==> src/rtl/lsu_subword.sv <==
// Sub-word load/store unit in front of a word-only data memory.
// Handles lb/lh/lw/lbu/lhu with extension, sb/sh via read-modify-write, and flags bad accesses.
module lsu_subword (
  input  logic        clk,
  input  logic        rst_n,
  input  logic        req_valid,
  output logic        req_ready,
  input  logic        req_we,
  input  logic [2:0]  req_funct3,
  input  logic [31:0] req_addr,
  input  logic [31:0] req_wdata,
  output logic        resp_valid,
  output logic        resp_err,
  output logic [31:0] resp_rdata,
  output logic        mem_read,
  output logic        mem_write,
  output logic [31:0] mem_addr,
  output logic [31:0] mem_wdata,
  input  logic [31:0] mem_rdata
);

  typedef enum logic [2:0] {
    S_IDLE, S_LOAD, S_STORE_W, S_RMW_RD, S_RMW_WR, S_DONE
  } state_e;

  state_e      state_q, state_d;
  logic        we_q, we_d;
  logic [2:0]  funct3_q, funct3_d;
  logic [31:0] addr_q, addr_d;
  logic [31:0] wdata_q, wdata_d;
  logic        err_q, err_d;
  logic [31:0] merge_q, merge_d;
  logic [31:0] rdata_q, rdata_d;
  logic        req_bad;

  function automatic logic access_bad(input logic we, input logic [2:0] f3,
                                      input logic [1:0] a);
    logic illegal;
    logic misal;
    if (we) illegal = !(f3 inside {3'b000, 3'b001, 3'b010});
    else    illegal = !(f3 inside {3'b000, 3'b001, 3'b010, 3'b100, 3'b101});
    misal = ((f3[1:0] == 2'b01) && a[0]) || ((f3 == 3'b010) && (a != 2'b00));
    return illegal || misal;
  endfunction

  function automatic logic [31:0] load_extend(input logic [2:0] f3, input logic [1:0] a,
                                              input logic [31:0] word);
    logic [7:0]  b;
    logic [15:0] h;
    logic [31:0] res;
    b = word[{a, 3'b000} +: 8];
    h = a[1] ? word[31:16] : word[15:0];
    case (f3)
      3'b000:  res = {{24{b[7]}}, b};
      3'b100:  res = {24'h0, b};
      3'b001:  res = {{16{h[15]}}, h};
      3'b101:  res = {16'h0, h};
      default: res = word;
    endcase
    return res;
  endfunction

  function automatic logic [31:0] store_merge(input logic [2:0] f3, input logic [1:0] a,
                                              input logic [31:0] word, input logic [31:0] wd);
    logic [31:0] res;
    res = word;
    if (f3 == 3'b000) res[{a, 3'b000} +: 8] = wd[7:0];
    else              res[{a[1], 4'b0000} +: 16] = wd[15:0];
    return res;
  endfunction

  assign req_bad = access_bad(req_we, req_funct3, req_addr[1:0]);

  always_comb begin
    state_d  = state_q;
    we_d     = we_q;
    funct3_d = funct3_q;
    addr_d   = addr_q;
    wdata_d  = wdata_q;
    err_d    = err_q;
    merge_d  = merge_q;
    rdata_d  = rdata_q;
    case (state_q)
      S_IDLE: begin
        if (req_valid) begin
          we_d     = req_we;
          funct3_d = req_funct3;
          addr_d   = req_addr;
          wdata_d  = req_wdata;
          err_d    = req_bad;
          if (req_bad) begin
            rdata_d = 32'h0;
            state_d = S_DONE;
          end else if (!req_we)            state_d = S_LOAD;
          else if (req_funct3 == 3'b010) state_d = S_STORE_W;
          else                           state_d = S_RMW_RD;
        end
      end
      S_LOAD: begin
        rdata_d = load_extend(funct3_q, addr_q[1:0], mem_rdata);
        state_d = S_DONE;
      end
      S_STORE_W: begin
        rdata_d = 32'h0;
        state_d = S_DONE;
      end
      S_RMW_RD: begin
        merge_d = mem_rdata;
        state_d = S_RMW_WR;
      end
      S_RMW_WR: begin
        rdata_d = 32'h0;
        state_d = S_DONE;
      end
      S_DONE:  state_d = S_IDLE;
      default: state_d = S_IDLE;
    endcase
  end

  always_ff @(posedge clk) begin
    if (!rst_n) begin
      state_q <= S_IDLE;
      err_q   <= 1'b0;
      merge_q <= 32'h0;
      rdata_q <= 32'h0;
    end else begin
      state_q <= state_d;
      err_q   <= err_d;
      merge_q <= merge_d;
      rdata_q <= rdata_d;
    end
  end

  // Request fields only change on accept, so they need no reset.
  always_ff @(posedge clk) begin
    we_q     <= we_d;
    funct3_q <= funct3_d;
    addr_q   <= addr_d;
    wdata_q  <= wdata_d;
  end

  assign req_ready  = (state_q == S_IDLE);
  assign resp_valid = (state_q == S_DONE);
  assign resp_err   = err_q;
  assign resp_rdata = rdata_q;
  assign mem_read   = (state_q == S_LOAD) || (state_q == S_RMW_RD);
  // Gating by rst_n keeps a reset mid-RMW from committing a half-finished write.
  assign mem_write  = rst_n && ((state_q == S_STORE_W) || (state_q == S_RMW_WR));
  assign mem_addr   = {addr_q[31:2], 2'b00};
  assign mem_wdata  = !mem_write ? 32'h0 :
                      (state_q == S_STORE_W) ? wdata_q :
                      store_merge(funct3_q, addr_q[1:0], merge_q, wdata_q);

endmodule

==> config.mk <==
export PLATFORM = sky130hd
export DESIGN_NAME = lsu_subword
export DESIGN_NICKNAME = d
export VERILOG_FILES = /design/src/rtl/lsu_subword.sv
export SDC_FILE = /design/constraint.sdc
export NUM_CORES = 1
export LEC_CHECK = 0
export ABC_AREA = 1
export CAP_MARGIN = 15
export CORE_MARGIN = 2
export CORE_UTILIZATION = 50
export DETAILED_ROUTE_END_ITERATION = 8
export PLACE_DENSITY = 0.93
export SLEW_MARGIN = 25
export SYNTH_ARGS = -nofsm -noshare
export SYNTH_HDL_FRONTEND = slang
export SYNTH_SLANG_ARGS = --single-unit
==> constraint.sdc <==
create_clock -name clk -period 14.4 [get_ports clk]
set_input_delay 3.6 -clock clk [delete_from_list [all_inputs] [get_ports clk]]
set_output_delay 3.6 -clock clk [all_outputs]
set_load 0.05 [all_outputs]
==> results of run 1 <==
[layout make-up]
class	instances	area, um2
Fill cell	989	4084
Sequential cell	135	3373
Multi-Input combinational cell	597	2669
Timing Repair Buffer	205	2042
Clock buffer	23	465.4
Inverter	61	234.0
Tap cell	176	220.2
Clock inverter	9	102.6
[cell usage after synthesis, drive strengths merged (3+ instances only)]
| cell | count | share of area (%) |
|---|---|---|
| o21ai | 94 | 7.1 |
| nand3 | 24 | 1.9 |
| edfxtp | 67 | 30 |
| dfxtp | 68 | 20 |
| nor2 | 114 | 6.7 |
| nand2 | 227 | 13 |
| buf | 56 | 5.9 |
| ha | 5 | 0.93 |
| clkbuf | 16 | 0.89 |
| nand4 | 3 | 0.28 |
| a21oi | 123 | 9.2 |
| inv | 59 | 3.4 |
| nor3 | 5 | 0.37 |
[cells by family (layout without fill, tap and decap cells)]
family / Yosys count / count (layout) / synth area share, %
other: 1 / 2 / 0.05581
buffers and inverters: 133 / 298 / 10.24
DFF: 135 / 135 / 50.20
and+or+nand+nor: 373 / 373 / 22.35
AOI/OAI and AO/OA: 217 / 217 / 16.22
adders and majority gates: 5 / 5 / 0.9311
[metrics by stage]
step	cell area, um2	total power, W	worst slack, ns
after floorplan	6723	0.0007403	5.802
after detailed placement	8538	0.0008489	4.835
final	9106	0.001267	4.828
after global placement	8538	0.0008409	4.981
after global routing	9106	0.001313	4.642
after CTS	9106	0.001266	4.839
[registers in the layout, indices dropped and copies added (netlist names)]
signal,count
state_q,3
resp_rdata,32
merge_q,32
resp_err,1
wdata_q,32
addr_q,32
funct3_q,3
[per-layer routing]
metal | vias to the layer above | wire (um)
met1 | 2973 | 7784
met5 | - | 0
met3 | 67 | 1661
li1 | 3118 | -
met4 | 0 | 700
met2 | 393 | 10090
[report_power, final]
part / leakage (nW) / internal, W / switching [W]
clock network: 0.285 / 0.000262 / 0.000158
registers: 1.18 / 0.000449 / 0.0000227
logic: 2.14 / 0.000117 / 0.000258
[worst register-to-register path: cells and delay by family, from the launching register on]
family	cells	cell delay, ns
flip-flops	1	0.92
AO/OA/AOI/OAI	1	0.07
AND/OR/NAND/NOR	5	1.04
buffers and inverters	1	0.16
[path summary, 6_finish.rpt]
path                        from             end  slack [ns]  depth (start not counted)
setup reg to reg     funct3_q[1]  resp_rdata[18]       12.09                          7
hold / removal    resp_rdata[20]  resp_rdata[20]        0.46                          2
setup / recovery           rst_n   mem_wdata[20]        4.83                          7
hold reg to reg   resp_rdata[20]  resp_rdata[20]        0.46                          2
==> results.tsv, run 1 <==
metric	value	unit
vias in the first global route	6217	
chip width	119.9	um
Post-Synthesis Cell Area	0.006719	mm2
slowest CP cell	clkdlybuf4s50_1	
DRT Pass-1 Iters	5	
Post-synth ARST share	0	%
Hold Worst Slack	0.4630	ns
Crit Path Class	in -> out	
most common cell after layout, fill and taps aside	nand2_1	
critical-path cell list	clkdlybuf4s50_1, buf_4, nand2_4, inv_4, o21ai_0, a21oi_1, clkdlybuf4s50_1	
Power Dens Cells	139.1	mW/mm2
post-route setup TNS	0	ns
Distinct cells, synth	27	
CP top delay family	buffers and inverters	
Ports	204	
Core Region	0.01319	mm2
final wirelength	20230	um
crit-path max FO	36	
latest clock arrival within the worst-skew pair	0.42	ns
DRC viols	0	
WP buf/inv	4	
sequential area share after synthesis	50.20	%
largest net degree at the start of global routing	66	
Final setup viols	0	
startpoint types	input port	
die area	0.01438	mm2
syn_area_per_cell	7.777	um2
CTS Buf Count	17	
leading cell types in the layout, fill and taps excluded	nand2_1, clkdlybuf4s50_1, a21oi_1, nor2_1, o21ai_0	
Pleak	3.602	nW
CTS max path bufs	2	
fin crit period	9.572	ns
critical path data required time	10.80	ns
Tot GR Track Use	28.18	%
critical path arrival	5.97	ns
final antenna-violating net count	0	
clk_skew	0.006028	ns
initial antenna violation count	0	
first-pass GRT wire length	31460	um
H-tree lvl count	4	
grt ovf	0	
CTS tree	done	
utilization after layout	69.04	%
critical path capture point type	output port	
Hold Crit Class	reg -> reg	
Syn Inst Count	864	
Non-Filler Instances	1206	
Die Height	119.9	um
run status	complete, no violations	
Iter 0 DRT Violations	842	
synth warn	0	
average wire per standard cell	16.78	um
gr busiest metal	met2	
RSZ-0062 raised after global routing	no	
register clock-pin slew on the reported worst setup and hold paths	0.05	ns
number of vias per cell	5.432	
Max rail drop VDD	105.6	uV
Area Overhead vs Synth	35.53	%
Top FF cell, synth	dfxtp_1	
CTS root buf	clkbuf_16	
#FFs+latches synth	135	
MaxCap Viol Count	0	
fin crit share	66.47	%
Rows	42	
hold bufs inserted after CTS	0	
count of pins over their slew limit	0	
worst stage delay on the critical path	0.89	ns
Post-synth EDFFs	67	
Slew HR	41.86	%
Initial Util	50.94	%
GPL Wtd Cong	0.9099	
hpwl dp	14600	um
Post CTS Setup Buffer Count	0	
final hold vios	0	
Vias	6551	
placed cell count	1174	
met3 usage	7.605	%
worst-margin pin slew	0.8721	ns
nets	1125	
Antenna Cells	0	
port bufs	201	
post-cts resize count	0	
GR Layer Usage met1	33.94	%
CTS sink cnt	135	
Critical Path Most Common Cell	clkdlybuf4s50_1	
Max Fclk	104.5	MHz
layout cells sized above 1	5.825	%
GRT met2 Usage	47.27	%
Note: power is estimated with default switching activity, not from simulation.
==> run 2: changes to the inputs <==
CORE_UTILIZATION = 43   (was 50)
PLACE_DENSITY = 0.86   (was 0.93)
clock period = 8.62 ns   (was 14.4 ns; I/O delays follow)
==> run 2 against run 1 <==
Net effect: critical path depth did not move; flip-flop and latch count did not move; largest power group unchanged; clock skew rose by 0.013 ns; first-iteration DRC count fell by 29%; setup slack got worse by 2.9 ns; largest cell class unchanged; sequential share of layout area fell by 0.081 points; cell count rose by 2.9%; clock power rose by 60%; combinational power rose by 66%.
==> results.tsv, run 2 (same netlist as run 1, synthesis figures left out) <==
metric	value	unit	change
DRT Pass-1 Iters	6		+1
CTS sink cnt	135		unchanged
CTS Buf Count	17		unchanged
FF/Latch Area	0.003373	mm2	unchanged
Setup WS post-layout	1.969	ns	-2.859 ns
Rows	45		+7.1%
latest clock arrival within the worst-skew pair	0.44	ns	+0.02 ns
Critical Path Most Common Cell	clkdlybuf4s50_1		
layout cells sized above 1	6.117	%	+0.29 points
Ports	204		unchanged
fin crit share	77.15	%	
Iter 0 DRT Violations	598		-29%
Max rail drop VDD	165.6	uV	+57%
Pleak	3.566	nW	-0.99%
vias in the first global route	5953		-4.2%
startpoint types	input port		
CTS root buf	clkbuf_16		
critical path data required time	6.47	ns	-4.33 ns
Die Height	129	um	+7.6%
Core Region	0.01526	mm2	+16%
RSZ-0062 raised after global routing	no		
first-pass GRT wire length	30460	um	-3.2%
post-cts resize count	0		unchanged
slowest CP cell	clkdlybuf4s50_1		
GPL Wtd Cong	0.9064		-0.38%
crit-path max FO	36		unchanged
grt ovf	0		unchanged
met3 usage	8.732	%	+1.1 points
placed cell areas	0.008582	mm2	+0.51%
WHS Path Cells	2		unchanged
critical path capture point type	output port		
largest net degree at the start of global routing	70		+6.1%
Tot GR Track Use	24.08	%	-4.1 points
number of vias per cell	5.131		-5.5%
most common cell after layout, fill and taps aside	nand2_1		
DRC viols	0		unchanged
final antenna-violating net count	0		unchanged
Place WS	2.007	ns	-2.828 ns
Max Fclk	150.4	MHz	
critical path arrival	4.50	ns	-1.47 ns
Final Cell Area	0.009126	mm2	+0.22%
nets	1125		unchanged
clock power share	32.2	%	-0.9 points
Slew HR	41.88	%	about the same
initial antenna violation count	0		unchanged
Sw Share	36.70	%	+2.1 points
hold bufs inserted after CTS	0		unchanged
Critical Path Stages	7		unchanged
gr busiest metal	met2		
port bufs	201		unchanged
Hold Crit Class	reg -> reg		
GRT met2 Usage	39.18	%	-8.1 points
final hold vios	0		unchanged
Initial Util	44.03	%	-6.9 points
Area Overhead vs Synth	35.83	%	
sequential power share	37.7	%	+0.5 points
count of pins over their slew limit	0		unchanged
leading cell types in the layout, fill and taps excluded	nand2_1, clkdlybuf4s50_1, a21oi_1, nor2_1, o21ai_0		
Final setup viols	0		unchanged
Register-to-Register Path Depth	7		unchanged
die area	0.01664	mm2	+16%
run status	complete, no violations		
register clock-pin slew on the reported worst setup and hold paths	0.06	ns	about the same
Comb pwr share	30.0	%	+0.4 points
average wire per standard cell	16.05	um	-4.3%
final wirelength	19910	um	-1.6%
critical-path cell list	clkdlybuf4s50_1, buf_4, nand2_4, inv_4, o21ai_0, a21oi_1, clkdlybuf4s50_1		
hpwl dp	14410	um	-1.3%
H-tree lvl count	4		unchanged
Antenna Cells	0		unchanged
Power Dens Cells	227.9	mW/mm2	+64%
post-route setup TNS	0	ns	unchanged
chip width	129	um	+7.6%
WP buf/inv	4		unchanged
MaxCap Viol Count	0		unchanged
clk_skew	0.01856	ns	+0.01254 ns
CTS max path bufs	2		unchanged
CTS tree	done		
GR Layer Usage met1	29.43	%	-4.5 points
Crit Path Class	in -> out		
CP top delay family	buffers and inverters		
Vias	6368		-2.8%
Post CTS Setup Buffer Count	0		unchanged
# fillers	1314		+33%
multi-input logic area	0.002669	mm2	unchanged
fin crit period	6.651	ns	
worst-margin pin slew	0.8718	ns	-0.0002515 ns
cell-internal power	0.001317	W	+59%
Psw	0.0007635	W	+74%
worst stage delay on the critical path	0.84	ns	-0.05 ns
## run 2: changes by cell type in the layout (fill, tap and decap cells not counted), sizes merged
cell	change
clkbuf	-6
clkinvlp	+6
inv	+6
clkinv	-4
bufinv	-2
## run 2: worst register-to-register path, cell delays in order, from the launching register on
cell and delay, ns:
edfxtp_1 0.90, nor2_2 0.12, nand2_2 0.52, inv_4 0.17, nand2_4 0.18, nand2_4 0.14
nand2_1 0.10, a21oi_1 0.07
## run 2: layer usage
metal / part of all wire [%] / vias up / wire, um
li1: - / 3113 / -
met1: 41 / 2897 / 8095
met2: 47 / 309 / 9423
met3: 9.1 / 49 / 1807
met4: 2.9 / 0 / 587
met5: 0 / - / 0
## run 2: stage by stage
stage               hold slack, ns  total power (W)  std cells  utilization [%]
floorplan                   0.4446         0.001237        865                -
finish                      0.4636         0.002080       1241            59.81
global route                0.4810         0.002171       1241            59.81
detailed placement          0.4543         0.001420       1209            56.24
global placement            0.4513         0.001409       1209            56.24
CTS                         0.4636         0.002088       1241            59.81
## run 2: power groups by stage
stage | combinational [W] | sequential [W] | clock, W
2_1_floorplan | 0.000386 | 0.000851 | 0
3_3_place_gp | 0.000613 | 0.000796 | 0
3_5_place_dp | 0.000621 | 0.000798 | 0
4_1_cts | 0.000623 | 0.000785 | 0.000680
5_1_grt | 0.000671 | 0.000791 | 0.000708
6_report | 0.000624 | 0.000785 | 0.000671
## run 2: layout make-up
cell class / count / share of cell area [%]
clock buffer: 17 / 4.661
clock inverter: 15 / 1.302
inverter: 61 / 2.564
multi-input combinational: 597 / 29.24
sequential: 135 / 36.96
tap: 211 / 2.893
timing repair buffer: 205 / 22.37
## run 2: final timing paths
check	slack, ns	end	startpoint
setup / recovery	1.97	mem_wdata[20]	rst_n
hold / removal	0.46	resp_rdata[4]	resp_rdata[4]
setup reg to reg	6.30	resp_rdata[28]	funct3_q[1]
hold reg to reg	0.46	resp_rdata[4]	resp_rdata[4]
==> run 3: changes to the inputs <==
CORE_UTILIZATION = 48   (was 43)
PLACE_DENSITY = 0.91   (was 0.86)
clock period = 6.4 ns   (was 8.62 ns; I/O delays follow)
==> run 3 against run 2 <==
Net effect: critical path type unchanged; clock-buffer cell count did not move; global-route usage is 3.0 points higher; utilization rose by 6.5 points; critical endpoint is now mem_wdata[19]; combinational power rose by 35%; the run now ends with design-rule violations left; final area increased by 0.11%; clock skew is 0.0051 ns lower; hold slack got worse by 0.0020 ns; first-iteration DRC count rose by 20%; critical path depth down 1; power rose by 40%; sequential power grew 35%.
==> results.tsv, run 3 (same netlist as run 1, synthesis figures left out) <==
metric	value	unit	change
run status	complete, but fails checks		
failing checks	design-rule violations		
RSZ-0062 raised after global routing	no		
Hold Crit Class	reg -> reg		
crit-path max FO	25		-31%
slowest CP cell	clkdlybuf4s50_1		
initial antenna violation count	0		unchanged
Register-to-Register Path Depth	7		unchanged
Hold Worst Slack	0.4617	ns	-0.001979 ns
final wirelength	20270	um	+1.8%
Max rail drop VDD	246.7	uV	+49%
Iter 0 DRT Violations	717		+20%
first-pass GRT wire length	31020	um	+1.8%
Critical Path Most Common Cell	clkdlybuf4s50_1		
Rows	43		-4.4%
Antenna Cells	0		unchanged
met3 usage	8.225	%	-0.51 points
post-route setup TNS	0	ns	unchanged
Crit Path Class	in -> out		
vias in the first global route	6158		+3.4%
average wire per standard cell	16.77	um	+4.5%
worst stage delay on the critical path	0.83	ns	about the same
Initial Util	48.78	%	+4.7 points
GRT met2 Usage	45.28	%	+6.1 points
final hold vios	0		unchanged
Area Overhead vs Synth	35.98	%	
post-cts resize count	0		unchanged
final antenna-violating net count	0		unchanged
Tot GR Track Use	27.06	%	+3.0 points
Tot Pwr	0.002909	W	+40%
largest net degree at the start of global routing	70		unchanged
worst-margin pin slew	0.8944	ns	+0.02253 ns
startpoint types	input port		
utilization after layout	66.33	%	+6.5 points
latest clock arrival within the worst-skew pair	0.43	ns	about the same
grt ovf	0		unchanged
critical path arrival	3.72	ns	-0.78 ns
clk_skew	0.01345	ns	-0.005120 ns
critical path capture point type	output port		
DRC viols	1		+1
GR Layer Usage met1	33.30	%	+3.9 points
cell-internal power	0.001887	W	+43%
chip width	122.3	um	-5.2%
H-tree lvl count	4		unchanged
number of vias per cell	5.380		+4.8%
CTS sink cnt	135		unchanged
Ports	204		unchanged
clock power share	34.6	%	+2.4 points
fin crit share	83.11	%	
MaxCap Viol Count	0		unchanged
most common cell after layout, fill and taps aside	nand2_1		
Worst Setup EP	mem_wdata[19]		
fin crit period	5.319	ns	
port bufs	201		unchanged
critical path data required time	4.80	ns	-1.67 ns
gr busiest metal	met2		
layout cells sized above 1	5.831	%	-0.29 points
CTS tree	done		
count of pins over their slew limit	0		unchanged
Post CTS Setup Buffer Count	0		unchanged
hpwl dp	14390	um	-0.14%
RR Startpoint	funct3_q[1]		
Final setup viols	0		unchanged
CTS max path bufs	2		unchanged
Die Height	122.3	um	-5.2%
Core Region	0.01377	mm2	-9.7%
reg2reg setup slack	4.04	ns	-2.26 ns
Psw	0.001021	W	+34%
Vias	6504		+2.1%
Sw Share	35.12	%	-1.6 points
Pleak	3.597	nW	+0.87%
CTS root buf	clkbuf_16		
Slew HR	40.01	%	-1.9 points
hold bufs inserted after CTS	0		unchanged
DRT Pass-1 Iters	9		+3
GPL Wtd Cong	0.9164		+1.1%
register clock-pin slew on the reported worst setup and hold paths	0.06	ns	about the same
Comb pwr share	29.0	%	-1.0 points
RR Endpoint	resp_rdata[19]		
Max Fclk	188.0	MHz	
CTS Buf Count	17		unchanged
critical-path cell list	clkdlybuf4s50_1, nand2_4, inv_4, o21ai_0, a21oi_1, clkdlybuf4s50_1		
# fillers	1108		-16%
sequential power share	36.4	%	-1.3 points
nets	1124		-0.089%
Power Dens Cells	318.4	mW/mm2	+40%
leading cell types in the layout, fill and taps excluded	nand2_1, clkdlybuf4s50_1, a21oi_1, nor2_1, o21ai_0		
die area	0.01496	mm2	-10%
crit path from	rst_n		
[run 3: cell count changes in the layout (fill, tap and decap cells not counted)]
cell        before  now
buf_4            4    3
bufinv_16        0    3
clkinv_1         2    5
clkinv_2         0    2
clkinv_4         3    2
clkinvlp_2       2    0
clkinvlp_4       4    2
inv_1           48   47
inv_6            6    4
[run 3: power groups by stage]
stage	Combinational (W)	Sequential [W]	Clock (W)
finish	0.000843	0.00106	0.00101
global route	0.000905	0.00107	0.00105
CTS	0.000839	0.00106	0.00102
detailed placement	0.000832	0.00108	0
global placement	0.000820	0.00107	0
floorplan	0.000520	0.00115	0
[run 3: through the flow]
step | area (um2) | std cells | setup WS, ns
after CTS | 9136 | 1209 | 1.096
after global routing | 9136 | 1209 | 0.9220
after global placement | 8536 | 1177 | 1.129
after detailed placement | 8536 | 1177 | 1.103
after floorplan | 6723 | 865 | 1.419
final | 9136 | 1209 | 1.081
[run 3: how the worst min path moves through the flow]
| stage | slack (ns) | endpoint | from | cells after the start |
|---|---|---|---|---|
| 2_1_floorplan | 0.44 | merge_q[10] | merge_q[10] | 2 |
| 3_5_place_dp | 0.45 | resp_rdata[4] | resp_rdata[4] | 2 |
| 5_1_grt | 0.48 | resp_rdata[3] | resp_rdata[3] | 2 |
| 6_report | 0.46 | resp_rdata[4] | resp_rdata[4] | 2 |
| 4_1_cts | 0.46 | resp_rdata[4] | resp_rdata[4] | 2 |
| 3_3_place_gp | 0.45 | resp_rdata[3] | resp_rdata[3] | 2 |
[run 3: cell type report]
cell class / instances / area (um2) / area share (%)
Timing Repair Buffer: 204 / 2034 / 22.27
Sequential cell: 135 / 3373 / 36.92
Tap cell: 180 / 225.2 / 2.465
Multi-Input combinational cell: 597 / 2669 / 29.21
Inverter: 61 / 234.0 / 2.561
Clock inverter: 15 / 175.2 / 1.917
Clock buffer: 17 / 425.4 / 4.656
[run 3: worst max-delay path, delay by kind of cell]
| family | cells | cell delay (ns) |
|---|---|---|
| buffers and inverters | 3 | 1.67 |
| AO/OA/AOI/OAI | 2 | 0.30 |
| AND/OR/NAND/NOR | 1 | 0.15 |
[run 3: routing by layer]
layer | vias to the layer above | wire (um)
met1 | 2974 | 7818
li1 | 3109 | -
met5 | - | 0
met2 | 375 | 9962
met3 | 46 | 1971
met4 | 0 | 516
